<file path="src/rtl/mmio_gpio.sv">
// Memory-mapped GPIO hub: LED register with set/clear writes, synchronised and
// debounced switch inputs, rising-edge capture (W1C) and a masked level interrupt.
module mmio_gpio #(
  parameter int LED_W  = 24,
  parameter int SW_W   = 24,
  parameter int DB_DIV = 50000,
  parameter int ADDR_W = 5
) (
  input  logic              i_clock,
  input  logic              i_reset,
  input  logic              i_ioread,
  input  logic              i_iowrite,
  input  logic [ADDR_W-1:0] i_addr,
  input  logic [31:0]       i_wdata,
  output logic [31:0]       o_rdata,
  input  logic [SW_W-1:0]   i_switch_in,
  output logic [LED_W-1:0]  o_led_out,
  output logic              o_irq
);

  localparam int IDX_W = ADDR_W - 2;
  localparam int CNT_W = (DB_DIV > 2) ? $clog2(DB_DIV) : 1;

  localparam logic [IDX_W-1:0] IDX_LED    = IDX_W'(0);
  localparam logic [IDX_W-1:0] IDX_LEDSET = IDX_W'(1);
  localparam logic [IDX_W-1:0] IDX_LEDCLR = IDX_W'(2);
  localparam logic [IDX_W-1:0] IDX_SW     = IDX_W'(4);
  localparam logic [IDX_W-1:0] IDX_EDGE   = IDX_W'(5);
  localparam logic [IDX_W-1:0] IDX_MASK   = IDX_W'(6);

  logic [LED_W-1:0] r_led;
  logic [SW_W-1:0]  r_sync1;
  logic [SW_W-1:0]  r_sync2;
  logic [SW_W-1:0]  r_sample;
  logic [SW_W-1:0]  r_deb;
  logic [SW_W-1:0]  r_edge;
  logic [SW_W-1:0]  r_mask;
  logic [CNT_W-1:0] r_cnt;

  logic [IDX_W-1:0] w_idx;
  logic             w_tick;
  logic             w_wr_led;
  logic             w_wr_set;
  logic             w_wr_clr;
  logic             w_wr_edge;
  logic             w_wr_mask;
  logic [LED_W-1:0] w_wd_led;
  logic [SW_W-1:0]  w_wd_sw;
  logic [SW_W-1:0]  w_deb_next;
  logic [SW_W-1:0]  w_edge_clr;
  logic [SW_W-1:0]  w_edge_set;
  logic             w_unused;

  assign w_idx    = i_addr[ADDR_W-1:2];
  assign w_wd_led = i_wdata[LED_W-1:0];
  assign w_wd_sw  = i_wdata[SW_W-1:0];
  assign w_unused = ^{i_addr[1:0], i_wdata};

  assign w_wr_led  = i_iowrite && (w_idx == IDX_LED);
  assign w_wr_set  = i_iowrite && (w_idx == IDX_LEDSET);
  assign w_wr_clr  = i_iowrite && (w_idx == IDX_LEDCLR);
  assign w_wr_edge = i_iowrite && (w_idx == IDX_EDGE);
  assign w_wr_mask = i_iowrite && (w_idx == IDX_MASK);

  assign w_tick = (r_cnt == CNT_W'(DB_DIV - 1));

  // A bit follows the previous sample only when the new sample agrees with it.
  assign w_deb_next = w_tick ? ((r_sample & ~(r_sample ^ r_sync2)) | (r_deb & (r_sample ^ r_sync2)))
                             : r_deb;

  assign w_edge_set = w_deb_next & ~r_deb;
  assign w_edge_clr = w_wr_edge ? w_wd_sw : '0;

  always_ff @(posedge i_clock or posedge i_reset) begin
    if (i_reset) begin
      r_cnt <= '0;
    end else if (w_tick) begin
      r_cnt <= '0;
    end else begin
      r_cnt <= r_cnt + CNT_W'(1);
    end
  end

  always_ff @(posedge i_clock or posedge i_reset) begin
    if (i_reset) begin
      r_sync1  <= '0;
      r_sync2  <= '0;
      r_sample <= '0;
      r_deb    <= '0;
    end else begin
      r_sync1 <= i_switch_in;
      r_sync2 <= r_sync1;
      r_deb   <= w_deb_next;
      if (w_tick) begin
        r_sample <= r_sync2;
      end
    end
  end

  // Set has priority over a same-cycle W1C clear.
  always_ff @(posedge i_clock or posedge i_reset) begin
    if (i_reset) begin
      r_edge <= '0;
    end else begin
      r_edge <= (r_edge & ~w_edge_clr) | w_edge_set;
    end
  end

  always_ff @(posedge i_clock or posedge i_reset) begin
    if (i_reset) begin
      r_led  <= '0;
      r_mask <= '0;
    end else begin
      if (w_wr_led) begin
        r_led <= w_wd_led;
      end else if (w_wr_set) begin
        r_led <= r_led | w_wd_led;
      end else if (w_wr_clr) begin
        r_led <= r_led & ~w_wd_led;
      end
      if (w_wr_mask) begin
        r_mask <= w_wd_sw;
      end
    end
  end

  always_comb begin
    o_rdata = '0;
    if (i_ioread && !i_reset) begin
      case (w_idx)
        IDX_LED:  o_rdata = 32'(r_led);
        IDX_SW:   o_rdata = 32'(r_deb);
        IDX_EDGE: o_rdata = 32'(r_edge);
        IDX_MASK: o_rdata = 32'(r_mask);
        default:  o_rdata = '0;
      endcase
    end
  end

  assign o_led_out = r_led;
  assign o_irq     = |(r_edge & r_mask);

endmodule
</file>
<file path="config.mk">
export PLATFORM = sky130hd
export DESIGN_NAME = mmio_gpio
export DESIGN_NICKNAME = d
export VERILOG_FILES = /design/src/rtl/mmio_gpio.sv
export SDC_FILE = /design/constraint.sdc
export NUM_CORES = 1
export LEC_CHECK = 0
export CAP_MARGIN = 20
export CELL_PAD_IN_SITES_DETAIL_PLACEMENT = 2
export CELL_PAD_IN_SITES_GLOBAL_PLACEMENT = 2
export CORE_MARGIN = 2
export CORE_UTILIZATION = 37
export DETAILED_ROUTE_END_ITERATION = 8
export GPL_ROUTABILITY_DRIVEN = 0
export PLACE_DENSITY_LB_ADDON = 0.1
export SLEW_MARGIN = 40
export SYNTH_ARGS = -nofsm -noshare
export SYNTH_HDL_FRONTEND = slang
export SYNTH_SLANG_ARGS = --single-unit
</file>
<file path="constraint.sdc">
create_clock -name i_clock -period 13.1 [get_ports i_clock]
set_clock_uncertainty 0.1 [all_clocks]
set_input_delay 2.62 -clock i_clock [delete_from_list [all_inputs] [get_ports i_clock]]
set_output_delay 2.62 -clock i_clock [all_outputs]
set_load 0.01 [all_outputs]
</file>
==> results of run 1 <==
-- how the worst max path moves through the flow --
stage / depth (start not counted) / slack [ns] / from / to
after floorplan: 4 / 2.64 / i_reset / o_rdata[10]
after global placement: 8 / 4.51 / i_addr[4] / o_rdata[10]
after detailed placement: 8 / 4.79 / i_addr[4] / o_rdata[10]
after CTS: 8 / 4.80 / i_addr[4] / o_rdata[10]
after global routing: 8 / 4.65 / i_addr[4] / o_rdata[10]
final: 8 / 4.82 / i_addr[4] / o_rdata[19]
-- worst max-delay path: stages --
cell and delay (ns):
clkdlybuf4s50_1 0.46, buf_4 0.50, nand2b_1 0.24, nor2_2 0.51, buf_4 0.33, a221oi_1 0.16
nor2_1 0.16, clkdlybuf4s50_1 0.56
-- synth_stat cells, drive strengths merged --
cell type    n  area share, %
dfrtp      184             58
nand2       78            3.7
o21ai       75            4.7
nor2        60            2.9
o31ai       49            5.0
clkbuf      35            1.7
inv         28            1.3
a21oi       26            1.6
a31oi       25            2.0
a22o        24            2.7
mux2        24            3.4
mux2i       24            3.0
a221oi      22            2.4
buf         18            1.5
a22oi       11            1.0
xnor2        8           0.88
nand3        7           0.44
nand4        7           0.55
nor3         6           0.38
xor2         6           0.66
and3         3           0.24
nor4         3           0.32
nand2b       2           0.16
nand3b       2           0.19
or3          2           0.16
and2         1          0.079
and4b        1           0.13
conb         1          0.047
ha           1           0.16
nor2b        1          0.079
nor3b        1          0.095
o22a         1           0.11
or2          1          0.079
or4          1           0.14
-- report_power, final --
| part | internal (mW) | leakage, nW | switching [mW] |
|---|---|---|---|
| Sequential | 0.618 | 2.34 | 0.0528 |
| Clock | 0.263 | 0.286 | 0.249 |
| Combinational | 0.0875 | 1.48 | 0.0818 |
| Total | 0.969 | 4.10 | 0.384 |
-- cell usage in the layout, fill, tap and decap left out, types with 25 or more instances in the layout --
master / instances
dfrtp_1: 184
clkdlybuf4s50_1: 103
nand2_1: 78
o21ai_0: 74
nor2_1: 56
o31ai_1: 44
inv_1: 27
a31oi_1: 25
a21oi_1: 25
-- cells by family (layout without fill, tap and decap cells) --
family,count (synthesis),count (layout)
XOR/XNOR,14,14
multiplexers,48,48
adder cells (fa/ha/maj),1,1
buffers and inverters,81,174
AO/OA/AOI/OAI,233,233
flip-flops,184,184
AND/OR/NAND/NOR,176,176
other,1,8
-- layer usage --
layer	vias to the layer above	GRT usage, %
met5	-	0
met2	161	40.98
met4	0	7.028
met3	24	4.030
li1	2830	-
met1	3376	33.17
-- metrics by stage --
step	util, %	instances
floorplan	-	745
global placement	43.66	1081
detailed placement	43.77	1081
CTS	46.54	1113
global route	46.54	1113
finish	46.54	1113
-- cell type report --
class | instances | area (um^2)
Clock buffer | 19 | 452.9
Clock inverter | 13 | 128.9
Fill cell | 2159 | 11240
Inverter | 28 | 112.6
Multi-Input combinational cell | 480 | 3027
Sequential cell | 184 | 4604
Tap cell | 275 | 344.1
Timing Repair Buffer | 114 | 1114
==> run_results.csv, run 1 <==
group,metric,value,unit
setup_path,arrival,5.56,ns
setup_path,ff2ff_setup_slack,10.60,ns
die,row_count,53,
cts,clock_path_buffers,2,
timing,whs,0.2521,ns
global_routing,grt_antenna_before_repair,0,
setup_path,critPathMaxFanout,32,
synthesis,synth.yosys.seq_area_share,58.15,%
synthesis,synth_area,7918,um^2
cts,postCtsSetupRepairBufs,0,
route,drtIter0Drc,284,
timing,timing.final.setup_violations,0,
timing,tightest_slew,0.7839,ns
cts,clock_tree.htree_level_count,4,
placed_design,hpwl,17390,um
global_routing,grt.total_usage,24.59,%
route,wirelength,26630,um
placed_design,placement.cell_area,9201,um^2
timing,max_freq,0.1207,GHz
worst_hold_path,min_delay_worst_endpoint,"r_sync2[7]",
route,detailroute.wirelength.met2,13120,um
timing,layout_setup_ws,4.816,ns
synthesis,synth.yosys.warnings,0,
route,dr.max_layer_used,"met4",
setup_path,r2r-end,"r_edge[16]",
pwr,p_leak,4.099,nW
route,drt_pass_1_iters,5,
synthesis,ys_types,41,
timing,min_period,8.284,ns
placed_design,io_buffer_count,103,
global_routing,largest_net_degree_at_the_start_of_global_routing,100,
cts,cts_resized,0,
timing,slew_headroom,47.62,%
pwr,irDropWorstVdd,81.01,uV
synthesis,synthMuxAreaShare,6.448,%
cts,cts-hold-fix-buffers,0,
global_routing,first_global_vias,7108,
setup_path,crit_type,"in -> out",
synthesis,yosys.area_share.xor_xnor,1.549,%
setup_path,critPathCaptureType,"primary output",
die,die_h,150.3,um
worst_hold_path,hold_path_class,"reg -> reg",
timing,rsz_0062_raised_after_global_routing,"no",
pwr,report.power.total,1.353,mW
synthesis,synth_top_family_by_area,"compound AO/OA/AOI/OAI gates",
timing,total_count_of_hold_check_failures_in_the_final_report,0,
route,wl_met3,1199,um
route,met1_length,11820,um
route,route.vias.total,6391,
synthesis,netlist_instances,738,
layout,finished_layout_cell_area,9783,um^2
cts,number_of_buffers_added_by_the_clock_tree_synthesis_step,17,
job,max-cap-violations,0,
synthesis,synth_compound_gate_area_share,19.56,%
global_routing,grt_pass1_wl,41810,um
timing,final_period_utilization,63.24,%
route,route.antenna.remaining_nets,0,
layout,finalNetCount,891,
placed_design,post-place-ws,4.792,ns
route,avgViaCountPerCell,5.742,
setup_path,worstPathRequired,10.38,ns
global_routing,overflow_left_after_global_routing,0,
worst_hold_path,whs_path_depth,0,
cts,tritoncts,"built",
die,core_area,21020,um^2
worst_hold_path,timing.hold.worst.start,"r_sync1[7]",
layout,post_route_cells_drive_above_1_share,10.14,%
cts,clock_latency,0.44,ns
setup_path,r2r-start,"r_cnt[0]",
cts,clock_transition_at_the_register_clock_pins_on_the_worst_setup_and_hold_paths_after_cts,0.08,ns
die,design.die.area,22590,um^2
setup_path,timing.critical_path.from_type,"primary input",
route,wire_per_inst,23.92,um
layout,syn2layout_area_growth,23.56,%
outcome,status,"completed",
cts,cts_num_sinks,184,
route,remaining_drc_errors,0,
die,floorplan.initialDensity,37.66,%
pwr,power_per_cell_area,138.3,nW/um^2
timing,slew_viol_final,0,
timing,finalSetupTns,0,ns
layout,diodes,0,
setup_path,worstRegToRegCells,4,
synthesis,synthSimpleGateAreaFrac,9.608,%
cts,ctsRootBufferMaster,"clkbuf_16",
synthesis,synth.avg_cell_area,10.73,um^2
die,io-pin-count,122,
synthesis,number_of_synthesized_register_bits,184,
die,dieWidth,150.3,um
synthesis,synth_adder_area_share,0.1580,%
Power figures use the tool's default switching activity.
==> run 2, diff against run 1 <==
--- a/config.mk
+++ b/config.mk
@@ -9,7 +9,7 @@
 export CELL_PAD_IN_SITES_DETAIL_PLACEMENT = 2
 export CELL_PAD_IN_SITES_GLOBAL_PLACEMENT = 2
 export CORE_MARGIN = 2
-export CORE_UTILIZATION = 37
+export CORE_UTILIZATION = 35
 export DETAILED_ROUTE_END_ITERATION = 8
 export GPL_ROUTABILITY_DRIVEN = 0
 export PLACE_DENSITY_LB_ADDON = 0.1
==> constraint.sdc (replaced) <==
create_clock -name i_clock -period 8.6 [get_ports i_clock]
set_clock_uncertainty 0.1 [all_clocks]
set_input_delay 1.72 -clock i_clock [delete_from_list [all_inputs] [get_ports i_clock]]
set_output_delay 1.72 -clock i_clock [all_outputs]
set_load 0.01 [all_outputs]
==> run_results.csv, run 2 (synthesis results as in run 1) <==
group,metric,value,unit
layout,syn2layout_area_growth,24.83,%
die,die_h,154.4,um
pwr,sequentialPowerShare,48.3,%
die,design.die.area,23840,um^2
worst_hold_path,whs_path_depth,0,
pwr,switching_part_of_the_total_power,28.71,%
timing,tightest_slew,0.7855,ns
timing,finalSetupTns,0,ns
timing,total_count_of_hold_check_failures_in_the_final_report,0,
layout,post_route_cells_drive_above_1_share,10.44,%
layout,finish.utilization,44.05,%
setup_path,cp_cell_sequence,"clkdlybuf4s50_1 -> buf_4 -> and3_1 -> buf_4 -> a221oi_1 -> nor2_1 -> clkdlybuf4s50_1",
route,drt_pass_1_iters,5,
setup_path,critPathMaxFanout,31,
setup_path,arrival,4.62,ns
setup_path,critical-path-max-stage-delay,0.74,ns
pwr,share_clk_of_total_power,39.2,%
cts,cts-hold-fix-buffers,0,
pwr,p_leak,4.142,nW
route,remaining_drc_errors,0,
route,route.vias.total,6406,
cts,postCtsSetupRepairBufs,0,
timing,min_period,6.436,ns
setup_path,ff2ff_setup_slack,6.16,ns
setup_path,worstPathRequired,6.78,ns
outcome,status,"completed",
cts,clock_tree.htree_level_count,4,
global_routing,grt_pass1_wl,42720,um
layout,diodes,0,
timing,final_period_utilization,74.84,%
worst_hold_path,hold_path_class,"reg -> reg",
global_routing,overflow_left_after_global_routing,0,
timing,max_freq,0.1554,GHz
cts,clock_path_buffers,2,
pwr,internal-power,1.499,mW
worst_hold_path,min_delay_worst_endpoint,"r_sync2[5]",
placed_design,io_buffer_count,103,
timing,slew_viol_final,0,
route,drtIter0Drc,308,
die,floorplan.initialDensity,35.29,%
die,row_count,55,
cts,tritoncts,"built",
global_routing,largest_net_degree_at_the_start_of_global_routing,69,
setup_path,critPathCaptureType,"primary output",
setup_path,r2r-start,"r_cnt[0]",
timing,timing.final.setup_violations,0,
worst_hold_path,timing.hold.worst.start,"r_sync1[5]",
cts,cts_resized,0,
setup_path,worstRegToRegCells,4,
pwr,total_switching_power,0.6039,mW
cts,ctsRootBufferMaster,"clkbuf_16",
global_routing,grt_antenna_before_repair,0,
cts,clock_latency,0.44,ns
route,wirelength,27030,um
layout,final_common_cell,"dfrtp_1",
setup_path,path_delay_family,"buffers and inverters",
placed_design,hpwl,17850,um
setup_path,path_buf_inv,4,
layout,finalNetCount,896,
cts,clock_transition_at_the_register_clock_pins_on_the_worst_setup_and_hold_paths_after_cts,0.08,ns
layout,layout_common_cells,"dfrtp_1 (184), clkdlybuf4s50_1 (103), nand2_1 (78)",
job,max-cap-violations,0,
setup_path,worst_path_max_delay_cell,"and3_1",
setup_path,crit_type,"in -> out",
pwr,comb_power_share,12.4,%
die,core_area,22430,um^2
cts,number_of_buffers_added_by_the_clock_tree_synthesis_step,17,
setup_path,timing.critical_path.from_type,"primary input",
global_routing,grt.total_usage,23.52,%
timing,rsz_0062_raised_after_global_routing,"no",
global_routing,first_global_vias,7210,
setup_path,r2r-end,"r_edge[9]",
pwr,irDropWorstVdd,108.9,uV
pwr,power_per_cell_area,212.8,nW/um^2
route,wire_per_inst,23.96,um
cts,cts_num_sinks,184,
route,route.antenna.remaining_nets,0,
die,dieWidth,154.4,um
timing,slew_headroom,47.58,%
route,avgViaCountPerCell,5.679,
die,io-pin-count,122,
==> run 2: cell types whose count changed in the layout (fill, tap and decap cells not counted), moves of 2 or more <==
| cell | change |
|---|---|
| inv_8 | -3 |
| clkinv_8 | +5 |
| clkbuf_8 | -2 |
| buf_4 | +3 |
==> run 2: per-layer routing <==
layer	vias to the layer above	wire [um]	global-route usage (%)
li1	2832	-	-
met1	3402	12060	31.05
met2	144	13480	40.05
met3	28	1001	3.418
met4	0	488	7.628
met5	-	0	0
==> run 2: layout make-up <==
cell class                 count  area [um^2]
clock inverter                15        205.2
sequential                   184         4604
tap                          285        356.6
inverter                      28        108.9
clock buffer                  17        425.4
fill                        2316        12550
timing repair buffer         119         1167
multi-input combinational    480         3015
==> run 2: through the flow <==
step,setup slack [ns],hold WS [ns],std cells,total power [mW],cell area [um^2]
detailed placement,2.174,0.2370,1095,1.294,9229
global placement,1.864,0.2320,1095,1.280,9215
finish,2.164,0.2436,1128,2.103,9883
global route,2.017,0.2554,1128,2.193,9883
floorplan,1.270,0.2312,745,1.141,7948
CTS,2.171,0.2468,1127,2.126,9859
==> run 2: how the worst max path moves through the flow <==
stage	from	end	slack, ns	cells past startpoint
4_1_cts	i_addr[4]	o_rdata[8]	2.17	7
3_5_place_dp	i_addr[4]	o_rdata[8]	2.17	7
5_1_grt	i_addr[4]	o_rdata[8]	2.02	7
3_3_place_gp	i_addr[4]	o_rdata[17]	1.86	7
2_1_floorplan	i_reset	o_rdata[10]	1.27	4
6_report	i_addr[4]	o_rdata[8]	2.16	7
==> run 2: power by group through the flow <==
stage          registers [mW]  logic, mW  clock network [mW]
3_3_place_gp             1.03      0.251                   0
5_1_grt                  1.03      0.285               0.881
6_report                 1.02      0.262               0.825
2_1_floorplan            1.01      0.132                   0
4_1_cts                  1.02      0.264               0.845
3_5_place_dp             1.03      0.261                   0
